$ cat src/rtl/snake_pkg.sv
// Shared constants, state encoding and coordinate payload for the snake game datapath.
package snake_pkg;

    localparam int unsigned GRID      = 10;
    localparam int unsigned X_MIN     = 90;
    localparam int unsigned X_MAX     = 350;
    localparam int unsigned Y_MIN     = 90;
    localparam int unsigned Y_MAX     = 350;
    localparam int unsigned X_W       = 10;
    localparam int unsigned Y_W       = 9;
    localparam int unsigned MAX_LEN   = 64;
    localparam int unsigned MAX_TRIES = 16;
    localparam int unsigned ADDR_W    = $clog2(MAX_LEN);
    localparam int unsigned LEN_W     = $clog2(MAX_LEN + 1);
    localparam int unsigned TRY_W     = $clog2(MAX_TRIES + 1);

    typedef enum logic [2:0] {
        IDLE,
        SAMPLE,
        SCAN,
        COMMIT,
        FAIL
    } state_t;

    typedef struct packed {
        logic [X_W-1:0] x;
        logic [Y_W-1:0] y;
    } coord_t;

endpackage

$ cat src/rtl/food_spawner_if.sv
// Request, random-sample, body-memory and food-position signals of the food spawner.
interface food_spawner_if;
    import snake_pkg::*;

    logic              spawn_req;
    logic [X_W-1:0]    rand_x;
    logic [Y_W-1:0]    rand_y;
    logic [LEN_W-1:0]  snake_len;
    logic [ADDR_W-1:0] seg_addr;
    logic [X_W-1:0]    seg_x;
    logic [Y_W-1:0]    seg_y;
    logic [X_W-1:0]    food_x;
    logic [Y_W-1:0]    food_y;
    logic              food_valid;
    logic              busy;
    logic              spawn_done;
    logic              spawn_fail;

    // master: game logic, random source and body store; slave: the spawner
    modport master (
        output spawn_req, rand_x, rand_y, snake_len, seg_x, seg_y,
        input  seg_addr, food_x, food_y, food_valid, busy, spawn_done, spawn_fail
    );

    modport slave (
        input  spawn_req, rand_x, rand_y, snake_len, seg_x, seg_y,
        output seg_addr, food_x, food_y, food_valid, busy, spawn_done, spawn_fail
    );

endinterface

$ cat src/rtl/grid_snap.sv
// One-axis snap of a raw sample down to the grid anchored at MIN, plus legality check.
module grid_snap
    import snake_pkg::*;
#(
    parameter int unsigned W     = X_W,
    parameter int unsigned MIN   = X_MIN,
    parameter int unsigned MAX   = X_MAX,
    parameter int unsigned PITCH = GRID
) (
    input  logic [W-1:0] raw,
    output logic [W-1:0] snapped_c,
    output logic         in_range_c
);

    logic [W:0] offset;
    logic [W:0] rem;

    // offset is garbage when raw < MIN, but that case is rejected anyway
    always_comb begin
        offset     = {1'b0, raw} - (W+1)'(MIN);
        rem        = offset % (W+1)'(PITCH);
        snapped_c  = W'({1'b0, raw} - rem);
        in_range_c = (raw >= W'(MIN)) && (snapped_c <= W'(MAX));
    end

endmodule

$ cat src/rtl/food_spawner.sv
// Picks a free, grid-aligned food cell from random samples, retrying on body collisions.
module food_spawner
    import snake_pkg::*;
(
    input  logic          clk,
    input  logic          reset,
    food_spawner_if.slave bus
);

    state_t            state, state_n;
    logic [LEN_W-1:0]  n_len, n_len_n;
    logic [TRY_W-1:0]  tries, tries_n;
    coord_t            cand, cand_n;
    logic [ADDR_W-1:0] seg_addr, seg_addr_n;
    logic [ADDR_W-1:0] cmp_idx, cmp_idx_n;
    logic              rd_valid, rd_valid_n;
    logic [X_W-1:0]    food_x, food_x_n;
    logic [Y_W-1:0]    food_y, food_y_n;
    logic              food_valid, food_valid_n;
    logic              busy, busy_n;
    logic              spawn_done, spawn_done_n;
    logic              spawn_fail, spawn_fail_n;

    logic [X_W-1:0]    snap_x_c;
    logic [Y_W-1:0]    snap_y_c;
    logic              ok_x_c, ok_y_c;
    logic [ADDR_W-1:0] last_idx_c;
    logic              hit_c;

    grid_snap #(.W(X_W), .MIN(X_MIN), .MAX(X_MAX), .PITCH(GRID)) u_snap_x (
        .raw        (bus.rand_x),
        .snapped_c  (snap_x_c),
        .in_range_c (ok_x_c)
    );

    grid_snap #(.W(Y_W), .MIN(Y_MIN), .MAX(Y_MAX), .PITCH(GRID)) u_snap_y (
        .raw        (bus.rand_y),
        .snapped_c  (snap_y_c),
        .in_range_c (ok_y_c)
    );

    // rd_valid marks that seg_x/seg_y belong to body index cmp_idx
    assign last_idx_c = ADDR_W'(n_len - LEN_W'(1));
    assign hit_c      = rd_valid && (bus.seg_x == cand.x) && (bus.seg_y == cand.y);

    always_comb begin
        state_n      = state;
        n_len_n      = n_len;
        tries_n      = tries;
        cand_n       = cand;
        seg_addr_n   = seg_addr;
        cmp_idx_n    = cmp_idx;
        rd_valid_n   = rd_valid;
        food_x_n     = food_x;
        food_y_n     = food_y;
        food_valid_n = food_valid;
        spawn_done_n = 1'b0;
        spawn_fail_n = 1'b0;

        unique case (state)
            IDLE: begin
                // the cycle carrying a done/fail pulse still refuses new requests
                if (bus.spawn_req && !spawn_done && !spawn_fail) begin
                    n_len_n = bus.snake_len;
                    tries_n = '0;
                    state_n = SAMPLE;
                end
            end
            SAMPLE: begin
                tries_n  = tries + TRY_W'(1);
                cand_n.x = snap_x_c;
                cand_n.y = snap_y_c;
                if (!(ok_x_c && ok_y_c)) begin
                    state_n = (tries_n < TRY_W'(MAX_TRIES)) ? SAMPLE : FAIL;
                end else if (n_len == '0) begin
                    state_n = COMMIT;
                end else begin
                    state_n    = SCAN;
                    seg_addr_n = '0;
                    cmp_idx_n  = '0;
                    rd_valid_n = 1'b0;
                end
            end
            SCAN: begin
                if (seg_addr < last_idx_c) begin
                    seg_addr_n = seg_addr + ADDR_W'(1);
                end
                rd_valid_n = 1'b1;
                if (hit_c) begin
                    state_n    = (tries < TRY_W'(MAX_TRIES)) ? SAMPLE : FAIL;
                    rd_valid_n = 1'b0;
                end else if (rd_valid && (cmp_idx == last_idx_c)) begin
                    state_n    = COMMIT;
                    rd_valid_n = 1'b0;
                end else if (rd_valid) begin
                    cmp_idx_n = cmp_idx + ADDR_W'(1);
                end
            end
            COMMIT: begin
                food_x_n     = cand.x;
                food_y_n     = cand.y;
                food_valid_n = 1'b1;
                spawn_done_n = 1'b1;
                state_n      = IDLE;
            end
            FAIL: begin
                food_valid_n = 1'b0;
                spawn_fail_n = 1'b1;
                state_n      = IDLE;
            end
            default: state_n = IDLE;
        endcase

        busy_n = (state_n != IDLE);
    end

    always_ff @(posedge clk or posedge reset) begin
        if (reset) begin
            state      <= IDLE;
            n_len      <= '0;
            tries      <= '0;
            cand       <= '0;
            seg_addr   <= '0;
            cmp_idx    <= '0;
            rd_valid   <= 1'b0;
            food_x     <= X_W'(X_MIN);
            food_y     <= Y_W'(Y_MIN);
            food_valid <= 1'b0;
            busy       <= 1'b0;
            spawn_done <= 1'b0;
            spawn_fail <= 1'b0;
        end else begin
            state      <= state_n;
            n_len      <= n_len_n;
            tries      <= tries_n;
            cand       <= cand_n;
            seg_addr   <= seg_addr_n;
            cmp_idx    <= cmp_idx_n;
            rd_valid   <= rd_valid_n;
            food_x     <= food_x_n;
            food_y     <= food_y_n;
            food_valid <= food_valid_n;
            busy       <= busy_n;
            spawn_done <= spawn_done_n;
            spawn_fail <= spawn_fail_n;
        end
    end

    assign bus.seg_addr   = seg_addr;
    assign bus.food_x     = food_x;
    assign bus.food_y     = food_y;
    assign bus.food_valid = food_valid;
    assign bus.busy       = busy;
    assign bus.spawn_done = spawn_done;
    assign bus.spawn_fail = spawn_fail;

endmodule

$ cat src/flat_wrapper.sv
// flat-port wrapper written by rule: the top's interface ports become plain ports
module food_spawner_flat import snake_pkg::*;
  (clk, reset, bus_spawn_req, bus_rand_x, bus_rand_y, bus_snake_len, bus_seg_x, bus_seg_y, bus_seg_addr, bus_food_x, bus_food_y, bus_food_valid, bus_busy, bus_spawn_done, bus_spawn_fail);
  food_spawner_if bus_i ();
  input  logic clk;
  input  logic reset;
  input wire logic [$bits(bus_i.spawn_req)-1:0] bus_spawn_req;
  input wire logic [$bits(bus_i.rand_x)-1:0] bus_rand_x;
  input wire logic [$bits(bus_i.rand_y)-1:0] bus_rand_y;
  input wire logic [$bits(bus_i.snake_len)-1:0] bus_snake_len;
  input wire logic [$bits(bus_i.seg_x)-1:0] bus_seg_x;
  input wire logic [$bits(bus_i.seg_y)-1:0] bus_seg_y;
  output wire logic [$bits(bus_i.seg_addr)-1:0] bus_seg_addr;
  output wire logic [$bits(bus_i.food_x)-1:0] bus_food_x;
  output wire logic [$bits(bus_i.food_y)-1:0] bus_food_y;
  output wire logic [$bits(bus_i.food_valid)-1:0] bus_food_valid;
  output wire logic [$bits(bus_i.busy)-1:0] bus_busy;
  output wire logic [$bits(bus_i.spawn_done)-1:0] bus_spawn_done;
  output wire logic [$bits(bus_i.spawn_fail)-1:0] bus_spawn_fail;
  assign bus_i.spawn_req = bus_spawn_req;
  assign bus_i.rand_x = bus_rand_x;
  assign bus_i.rand_y = bus_rand_y;
  assign bus_i.snake_len = bus_snake_len;
  assign bus_i.seg_x = bus_seg_x;
  assign bus_i.seg_y = bus_seg_y;
  assign bus_seg_addr = bus_i.seg_addr;
  assign bus_food_x = bus_i.food_x;
  assign bus_food_y = bus_i.food_y;
  assign bus_food_valid = bus_i.food_valid;
  assign bus_busy = bus_i.busy;
  assign bus_spawn_done = bus_i.spawn_done;
  assign bus_spawn_fail = bus_i.spawn_fail;
  food_spawner u_core (.clk(clk), .reset(reset), .bus(bus_i));
endmodule
$ cat config.mk
export PLATFORM = sky130hd
export DESIGN_NAME = food_spawner_flat
export DESIGN_NICKNAME = d
export VERILOG_FILES = /design/src/rtl/snake_pkg.sv /design/src/rtl/food_spawner_if.sv /design/src/rtl/grid_snap.sv /design/src/rtl/food_spawner.sv /design/src/flat_wrapper.sv
export SDC_FILE = /design/constraint.sdc
export NUM_CORES = 1
export LEC_CHECK = 0
export ABC_AREA = 1
export BUFFER_PORTS_ARGS = -buffer_cell sky130_fd_sc_hd__buf_2
export CORE_ASPECT_RATIO = 0.9
export CORE_MARGIN = 5
export CORE_UTILIZATION = 51
export CTS_CLUSTER_SIZE = 30
export DETAILED_ROUTE_END_ITERATION = 12
export PLACE_DENSITY = 0.72
export REMOVE_ABC_BUFFERS = 1
export SLEW_MARGIN = 25
export SYNTH_ARGS = -nofsm -noshare
export SYNTH_HDL_FRONTEND = slang
export SYNTH_SLANG_ARGS = --single-unit
$ cat constraint.sdc
create_clock -name clk -period 6.7 [get_ports clk]
set_clock_uncertainty 0.05 [all_clocks]
set_input_delay 1.34 -clock clk [delete_from_list [all_inputs] [get_ports clk]]
set_output_delay 1.34 -clock clk [all_outputs]
set_load 0.02 [all_outputs]
**Yosys cells after proc, flatten, opt, wreduce, memory -nomap -nowiden**

Cells that the tools add are included.

- Latch bits: 0
- RAM bits: 0
- Input port bits: 48
- Output and inout port bits: 29
- Bits in read-only memories: 0
- Memories: 0
- Bits in registers: 70

- Mux-type cells: 26
- Eq/ne operators: 14
- Magnitude comparators: 7
- Reduce and logical (&&, ||, !) cells: 21
- Div/mod/pow operators: 2
- Multipliers: 0
- Shift-type cells: 0
- Add/sub/neg operators: 8
- Bitwise operators: 0

Operators with widths:

| kind | count |
|---|---|
| $mux 6 | 6 |
| $pmux 6 s2 | 2 |
| $mux 3 | 6 |
| $add 6x1->6 const B | 2 |
| $mod 11x4->11 const B | 1 |
| $sub 10x7->11 const B | 1 |
| $eq 10x10->1 | 1 |
| $ge 10x7->1 const B | 1 |
| $le 10x9->1 const B | 1 |
| $lt 5x5->1 const B | 2 |
| $mod 10x4->10 const B | 1 |
| $pmux 5 s2 | 1 |
| $sub 10x10->10 | 1 |
| $sub 9x7->10 const B | 1 |
| $eq 9x9->1 | 1 |
| $ge 9x7->1 const B | 1 |
| $le 9x9->1 const B | 1 |
| $pmux 3 s3 | 1 |
| $sub 9x9->9 | 1 |
| $logic_and 1x1->1 | 8 |
| $ne 2x1->1 const B | 4 |
| $logic_not 7->1 | 1 |
| $mux 1 | 7 |
| $eq 3x2->1 const B | 2 |
| 17 further kinds | 24 |

**Logic depth before layout (Yosys ltp)**

Gate-level depths: netlist (run 1).

- Depth after elaboration: 9
- Mapped depth: 62

**Cells and area by module**

From an unflattened synthesis (run 1), not the netlist that was laid out.

- Cell total of the unflattened synthesis: 925
- Area, all modules: 6321.1 µm²

By module, submodules not included:

| module | instances | cells each | area an instance (µm²) |
|---|---|---|---|
| food_spawner | 1 | 468 | 3616.0 |
| grid_snap at u_core.u_snap_x | 1 | 247 | 1440.1 |
| grid_snap at u_core.u_snap_y | 1 | 210 | 1265.0 |

**Least setup slack after synthesis (run 1)**

Ideal clock, no wire load.

- Kind: in2reg
- Start point: input port bus_rand_y[1]
- End point: register u_core.seg_addr[2] (netlist: u_core.bus.seg_addr[2])
- Required time: 6.532 ns
- Library setup time: 0.118 ns
- Stages: 58
- Arrival time: 7.129 ns
- Slack: -0.597 ns
- Path through: inv_1 > ha_1 > inv_1 > or2_1 > nand2_1 > inv_1 > o311ai_1 > nand3_2 > inv_2 > nand3_1 > nand2_1 > nand2_1 > nand2_2 > nand2_2 > nand2_1 > nand2_1 > nand2_2 > nand2_2 > [... 22 more ...] > o31ai_1 > inv_1 > nor2_1 > nor2_1 > o21bai_1 > nand2_1 > nand2_1 > a21oi_1 > xor2_1 > xor2_1 > o2111ai_1 > inv_1 > nand3_4 > nand2_4 > nand3_2 > buf_6 > nand2_2 > o21ai_2

- Cells in the longest elaborated chain, start to end: 8
- Elaborated cells on any way between the ends: 9
- Those cells by class: add/sub: 2; div: 1; order compare: 2; eq/ne: 1; reduce/logical: 3

Ends and longest elaborated chain:

| what | line | text |
|---|---|---|
| start: declaration | flat_wrapper.sv:9 | `input wire logic [$bits(bus_i.rand_y)-1:0] bus_rand_y;` |
| $sub 9x7->10 | grid_snap.sv:20 | `offset = {1'b0, raw} - (W+1)'(MIN);` |
| $mod 10x4->10 | grid_snap.sv:21 | `rem = offset % (W+1)'(PITCH);` |
| $sub 9x9->9 | grid_snap.sv:22 | `snapped_c = W'({1'b0, raw} - rem);` |
| $le 9x9->1 | grid_snap.sv:23 | `in_range_c = (raw >= W'(MIN)) && (snapped_c <= W'(MAX));` |
| $logic_and 1x1->1 * | grid_snap.sv:23 |  |
| $logic_and 1x1->1 * | food_spawner.sv:73 | `if (!(ok_x_c && ok_y_c)) begin` |
| $ne 2x1->1 (no source line) * | - |  |
| $reduce_and 4->1 (no source line) * | - |  |
| end signal: assignment | food_spawner.sv:137 | `seg_addr <= seg_addr_n;` |
| end: declaration | food_spawner.sv:14 | `logic [ADDR_W-1:0] seg_addr, seg_addr_n;` |

Mark *: on every way between the ends. The rest lies on a longest branch, timed or not.
A chain may end at the register's enable or synchronous reset.

**Final worst setup path (run 1)**

- Start point: input port bus_rand_y[1]
- End point: register u_core.seg_addr[0] (netlist: u_core.bus.seg_addr[0])

The elaborated chain is that of the path after synthesis.

==> flow_metrics.env, run 1 <==
export IMPL_status="complete, but fails checks"
export IMPL_violations="negative setup slack"
export IMPL_ff2ff_setup_slack_ns=3.83
export IMPL_syn_area_sq_um=6161
export IMPL_power_per_cell_area_nw_per_um2=649.0
export IMPL_antenna_found_initial=0
export IMPL_cts_buffers=9
export IMPL_drc=0
export IMPL_synthTopCellsByArea="dfrtp_1, nand2_1, ha_1, inv_1, xor2_1"
export IMPL_end_kind="flop"
export IMPL_dp_hpwl_microns=11840
export IMPL_die_w_microns=125.9
export IMPL_die_h_microns=114.3
export IMPL_globalRouteMet2Util=0.3963
export IMPL_cpMaxStageDelayCell="nor3_1"
export IMPL_crit_required_ns=6.88
export IMPL_setup_worst_path_class="in -> reg"
export IMPL_setup_viol=20
export IMPL_gp_congestion=0.8741
export IMPL_drtIter0Drc=429
export IMPL_syn_area_per_cell_sq_um=7.073
export IMPL_rows=38
export IMPL_p_leak_nw=4.890
export IMPL_grt_max_degree=67
export IMPL_synth_edf_count=0
export IMPL_die_area_sq_um=14380
export IMPL_firstDrtPassIters=5
export IMPL_hold_viol_final=0
export IMPL_synth_top_family_by_area="simple AND/OR/NAND/NOR gates"
export IMPL_grt_pass1_wl_microns=28150
export IMPL_ant_nets=0
export IMPL_layout_drive_gt1_share=0.4769
export IMPL_r2r_cells=8
export IMPL_cts_sinks=66
export IMPL_io_buffers=74
export IMPL_worst_pin_slew_ns=0.9232
export IMPL_hold_buffers=0
export IMPL_cts_tree="done"
export IMPL_power_mw=6.121
export IMPL_synthMuxAreaShare=0.005483
export IMPL_synth_cell_types=57
export IMPL_grt_pass1_vias=6273
export IMPL_min_from="u_core.bus.food_y[4]"
export IMPL_worstReg2RegEnd="u_core.bus.seg_addr[0]"
export IMPL_final_cell_mix="buf_4, nand2_1, inv_1"
export IMPL_diodes=0
export IMPL_synth_largest_area_cell="dfrtp_1"
export IMPL_setup_tns_ns=-17.34
export IMPL_grt_busiest_layer="met2"
export IMPL_synthSimpleGateAreaFrac=0.3757
export IMPL_r2r_start="u_core.state[1]"
export IMPL_clockBufferDepth=2
export IMPL_post_route_util=0.7903
export IMPL_worst_ep_arrival_time_ns=7.92
export IMPL_insertion_delay_ns=0.34
export IMPL_fp_coreArea_sq_um=11930
export IMPL_slew_headroom=0.3807
export IMPL_period_minus_slack_ns=7.739
export IMPL_rsz0062_at_grt="true"
export IMPL_clkTransAtPathRegs_ns=0.05
export IMPL_yosysTopAreaCellShare=0.2356
export IMPL_min_path_cells=2
export IMPL_ys_ff_latch=66
export IMPL_cts_root_buf="clkbuf_16"
export IMPL_cpPeakStageDelay_ns=0.37
export IMPL_startpoint_type="input port"
export IMPL_maxSlewViolCount=0
export IMPL_finalWorstSetupSlack_ns=-1.039
export IMPL_synth_compound_gate_area_share=0.1101
export IMPL_areaGrowthSynthToFinish_pct=53.09
export IMPL_hold_end="u_core.bus.food_y[4]"
export IMPL_ys_seq_area_frac=0.2697
export IMPL_met3_usage=0.04431
export IMPL_crit_fanout=7
export IMPL_finalCritPeriodShare=1.155
export IMPL_use_met1=0.3049
export IMPL_wirelength_microns=19060
export IMPL_htreeDepth=3
export IMPL_synth_adder_area_share=0.07717
export IMPL_nets=1228
export IMPL_syn_instance_count=871
export IMPL_synth_xor_area_share=0.07535
export IMPL_grt_overflow_total=0
export IMPL_pin_count=77
export IMPL_crit_buf_inv=11
export IMPL_fmax_ghz=0.1292
export IMPL_yosysWarnings=0
export IMPL_vdd_ir_drop_max_uv=337.9
export IMPL_layout_commonest_cell="buf_4"
export IMPL_start_util=0.5163
export IMPL_synth_top_flop_cell="dfrtp_1"
export IMPL_via_per_inst=5.209
export IMPL_synthArstFlopShare=1.000
export IMPL_cp_top_family="simple AND/OR/NAND/NOR gates"
export IMPL_holdWs_ns=0.4126
export IMPL_wl_per_cell_microns=14.58
export IMPL_vias=6808
export IMPL_place_ws_ns=-1.093
export IMPL_hold_class="reg -> reg"
export IMPL_max_cap_violations=0
export IMPL_grt_total_usage=0.2328
[cell usage after synthesis (all sizes together) (11+ instances only)]
cell	number
a21oi	26
dfrtp	58
xor2	37
nand4	18
ha	38
inv	122
clkbuf	11
nand2	267
xnor2	16
nand3	80
nor2	73
o21ai	50
[worst reg2reg max path, cell delays in order (launching register included)]
cell and delay (ns):
dfrtp_1 0.43, nor3_2 0.23, buf_4 0.27, clkinv_1 0.78, a21oi_1 0.55, nand3_4 0.16, buf_12 0.18, nand2_2 0.06
o21ai_2 0.05
[layer usage]
metal  wire length (microns)  part of all wire
met5                       0                 0
met4                     522             0.027
met1                    8241              0.43
met2                    9276              0.49
met3                    1022             0.054
[power by group]
part / internal (mW) / switching (mW)
Combinational: 2.42 / 2.54
Clock: 0.270 / 0.176
Sequential: 0.582 / 0.132
Total: 3.27 / 2.85
[worst max-delay path by stage]
stage                  startpoint  slack (ns)  depth (start not counted)                      to
finish              bus_rand_y[1]       -1.04                         60  u_core.bus.seg_addr[0]
detailed placement  bus_rand_y[1]       -1.09                         61  u_core.bus.seg_addr[0]
floorplan           bus_rand_y[1]       -0.70                         57  u_core.bus.seg_addr[0]
global placement    bus_rand_y[1]       -0.90                         60  u_core.bus.seg_addr[4]
global route        bus_rand_y[2]       -1.45                         60  u_core.bus.seg_addr[0]
CTS                 bus_rand_y[1]       -0.55                         61       u_core.cmp_idx[2]
[repair_timing]
action	CTS	global route
pin swaps	40	90
gates cloned	1	0
gates resized for setup	86	123
endpoints found under the hold margin	0	0
setup endpoints to repair	19	26
buffers inserted	19	19
[final cells by class]
type	count	area, sq um
repair buffers	273	1969
well taps	160	200.2
inverters	123	479.2
fillers	748	2502
clock buffers	12	256.5
multi-input cells	669	4837
flip-flops and latches	66	1662
clock inverters	4	27.53
[flip-flops by register name, summed over array words and instances (netlist names)]
register and flops:
u_core.cand 17, u_core.bus.food_x 9, u_core.bus.food_y 8, u_core.n_len 7, u_core.bus.seg_addr 6, u_core.cmp_idx 6
u_core.tries 5, u_core.state 3, u_core.bus.busy 1, u_core.bus.food_valid 1, u_core.bus.spawn_done 1, u_core.bus.spawn_fail 1
u_core.rd_valid 1
[cell families after synthesis]
family / Yosys count
multiplexers: 3
adder cells (fa/ha/maj): 38
flip-flops: 66
buffers and inverters: 137
other: 1
AO/OA/AOI/OAI: 108
XOR/XNOR: 53
AND/OR/NAND/NOR: 465
[per-stage QoR]
stage                     instance area [sq um]  instances
after floorplan                            6097        858
after global placement                     7916       1255
after detailed placement                   7916       1255
after CTS                                  8736       1291
after global routing                       9432       1307
final                                      9432       1307
Power figures use the tool's default switching activity.
==> run 2: changes to the inputs <==
--- a/config.mk
+++ b/config.mk
@@ -5,14 +5,14 @@
 export SDC_FILE = /design/constraint.sdc
 export NUM_CORES = 1
 export LEC_CHECK = 0
-export ABC_AREA = 1
+export ABC_CLOCK_PERIOD_IN_PS = 6700
 export BUFFER_PORTS_ARGS = -buffer_cell sky130_fd_sc_hd__buf_2
 export CORE_ASPECT_RATIO = 0.9
 export CORE_MARGIN = 5
 export CORE_UTILIZATION = 51
 export CTS_CLUSTER_SIZE = 30
 export DETAILED_ROUTE_END_ITERATION = 12
-export PLACE_DENSITY = 0.72
+export PLACE_DENSITY = 0.71
 export REMOVE_ABC_BUFFERS = 1
 export SLEW_MARGIN = 25
 export SYNTH_ARGS = -nofsm -noshare
==> run 2 against run 1 <==
  * The run still ends with negative setup slack left
  * Global-route usage increased by 5.6 points
  * Design area is 11% higher
  * Setup slack worse by 0.46 ns
  * Area after synthesis grew 7.8%
  * Sequential power increased by 9.0%
  * Register-to-register slack got worse by 0.40 ns
  * First-iteration DRC count is 76% higher
  * Sequential share of layout area is 1.7 points lower
  * Worst hold slack got worse by 0.0033 ns
  * Clock power grew 11%
  * Routed wire length is 29% higher
  * Critical path type unchanged
  * Critical endpoint is now u_core.bus.busy
  * Highest routed layer unchanged
==> flow_metrics.env, run 2 <==
export IMPL_vias=8024
export IMPL_violations="negative setup slack"
export IMPL_htreeDepth=3
export IMPL_wirelength_microns=24520
export IMPL_finalWorstSetupSlack_ns=-1.501
export IMPL_maxSlewViolCount=0
export IMPL_ys_ff_latch=66
export IMPL_grt_max_degree=67
export IMPL_grt_pass1_vias=7619
export IMPL_power_mw=4.192
export IMPL_layout_drive_gt1_share=0.4668
export IMPL_reg_largest_list="u_core.cand: 17 flops, u_core.bus.food_x: 9 flops, u_core.bus.food_y: 8 flops"
export IMPL_drtIter0Drc=757
export IMPL_cts_buffers=9
export IMPL_synthMuxAreaShare=0.03392
export IMPL_synth_compound_gate_area_share=0.2182
export IMPL_regArea_sq_um=1662
export IMPL_crit_required_ns=6.86
export IMPL_fillers=713
export IMPL_setup_viol=22
export IMPL_min_from="u_core.bus.food_x[4]"
export IMPL_synthArstFlopShare=1.000
export IMPL_ant_nets=0
export IMPL_rsz0062_at_grt="true"
export IMPL_ff2ff_setup_slack_ns=3.43
export IMPL_worstReg2RegEnd="u_core.bus.seg_addr[5]"
export IMPL_synthTopCellsByArea="dfrtp_1, nand2_1, xnor2_1, ha_1, o21ai_0"
export IMPL_holdWs_ns=0.4092
export IMPL_io_buffers=74
export IMPL_fmax_ghz=0.1219
export IMPL_r2r_cells=17
export IMPL_crit_fanout=7
export IMPL_cpPeakStageDelay_ns=0.43
export IMPL_nets=1240
export IMPL_cts_root_buf="clkbuf_16"
export IMPL_post_route_util=0.8188
export IMPL_grt_overflow_total=0
export IMPL_antenna_found_initial=0
export IMPL_gp_congestion=0.9782
export IMPL_synth_edf_count=0
export IMPL_die_area_sq_um=15400
export IMPL_drc=0
export IMPL_synth_top_flop_cell="dfrtp_1"
export IMPL_die_w_microns=130.3
export IMPL_hold_buffers=0
export IMPL_synth_top_cells_by_count="nand2_1, o21ai_0, dfrtp_1"
export IMPL_max_cap_violations=0
export IMPL_synth_xor_area_share=0.1167
export IMPL_clkTransAtPathRegs_ns=0.05
export IMPL_hold_class="reg -> reg"
export IMPL_syn_area_per_cell_sq_um=7.847
export IMPL_synth_top_family_by_area="simple AND/OR/NAND/NOR gates"
export IMPL_rows=39
export IMPL_power_per_cell_area_nw_per_um2=402.0
export IMPL_p_leak_nw=4.812
export IMPL_place_ws_ns=-2.019
export IMPL_synthSimpleGateAreaFrac=0.2640
export IMPL_status="complete, but fails checks"
export IMPL_ys_seq_area_frac=0.2503
export IMPL_insertion_delay_ns=0.34
export IMPL_worst_ep_arrival_time_ns=8.36
export IMPL_yosysWarnings=0
export IMPL_cts_sinks=66
export IMPL_fp_coreArea_sq_um=12740
export IMPL_yosysTopAreaCellShare=0.2186
export IMPL_yosysMostFrequentCell="nand2_1"
export IMPL_multi_input_area_sq_um=5649
export IMPL_vdd_ir_drop_max_uv=220.5
export IMPL_firstDrtPassIters=6
export IMPL_syn_instance_count=846
export IMPL_layout_commonest_cell="buf_4"
export IMPL_period_minus_slack_ns=8.201
export IMPL_worst_pin_slew_ns=1.202
export IMPL_hold_viol_final=0
export IMPL_start_util=0.5213
export IMPL_hold_end="u_core.bus.food_x[4]"
export IMPL_synth_cell_types=90
export IMPL_final_cells=1323
export IMPL_cts_tree="done"
export IMPL_min_path_cells=2
export IMPL_largest_register="u_core.cand"
export IMPL_wl_per_cell_microns=18.53
export IMPL_r2r_start="u_core.n_len[0]"
export IMPL_final_cell_area_sq_um=10430
export IMPL_cpMaxStageDelayCell="or3_4"
export IMPL_pin_count=77
export IMPL_syn_area_sq_um=6639
export IMPL_clockBufferDepth=2
export IMPL_slew_headroom=0.1968
export IMPL_final_cell_mix="buf_4, nand2_1, buf_2"
export IMPL_synth_largest_area_cell="dfrtp_1"
export IMPL_setup_tns_ns=-24.36
export IMPL_largest_reg_flops=17
export IMPL_via_per_inst=6.065
export IMPL_grt_total_usage=0.2886
export IMPL_finalCritPeriodShare=1.224
export IMPL_end_kind="flop"
export IMPL_die_h_microns=118.2
export IMPL_synth_adder_area_share=0.07162
export IMPL_setup_worst_path_class="in -> reg"
export IMPL_startpoint_type="input port"
export IMPL_placedCellCount=1254
export IMPL_diodes=0
export IMPL_grt_pass1_wl_microns=36890
export IMPL_dp_hpwl_microns=14770
export IMPL_postPlaceCellArea_sq_um=8603
export IMPL_areaGrowthSynthToFinish_pct=57.09
[run 2: cell families after synthesis]
group,count (synthesis)
multiplexers,21
adder cells (fa/ha/maj),38
AND/OR/NAND/NOR,356
XOR/XNOR,85
flip-flops,66
other,1
AO/OA/AOI/OAI,210
buffers and inverters,69
[run 2: metal layers]
| metal | track usage | part of all wire | vias to the layer above |
|---|---|---|---|
| li1 | - | - | 3660 |
| met1 | 0.3850 | 0.40 | 3840 |
| met2 | 0.4872 | 0.50 | 435 |
| met3 | 0.03563 | 0.075 | 89 |
| met4 | 0.08571 | 0.033 | 0 |
| met5 | 0 | 0 | - |
[run 2: power by group]
group | switching, mW | internal (mW)
Combinational | 1.46 | 1.46
Clock | 0.178 | 0.319
Sequential | 0.183 | 0.594
[run 2: worst max-delay path, delay by kind of cell]
family	cells	cell delay (ns)
buffers and inverters	4	0.41
AND/OR/NAND/NOR	13	2.47
AO/OA/AOI/OAI	14	2.96
adder cells (fa/ha/maj)	2	0.49
multiplexers	1	0.28
XOR/XNOR	2	0.38
[run 2: what timing repair did]
item                       CTS  global route
setup buffers               47            22
hold endpoints to repair     0             0
setup endpoints to repair   25            25
resized for setup          157            85
pin swaps                   77            61
[run 2: worst max path at each step]
| stage | depth (start not counted) | slack (ns) | from | to |
|---|---|---|---|---|
| floorplan | 32 | -2.17 | bus_rand_y[1] | u_core.cmp_idx[0] |
| global placement | 36 | -1.85 | bus_rand_y[1] | u_core.bus.busy |
| detailed placement | 35 | -2.02 | bus_rand_y[1] | u_core.bus.busy |
| CTS | 36 | -1.08 | bus_rand_y[2] | u_core.bus.busy |
| global route | 36 | -1.81 | bus_rand_y[1] | u_core.bus.busy |
| finish | 36 | -1.50 | bus_rand_y[1] | u_core.bus.busy |
[run 2: area by class of cell]
class	instances	area share
multi-input combinational	712	0.5417
timing repair buffer	337	0.2365
sequential	66	0.1593
clock buffer	13	0.02591
tap	164	0.01968
inverter	28	0.01248
clock inverter	3	0.004439
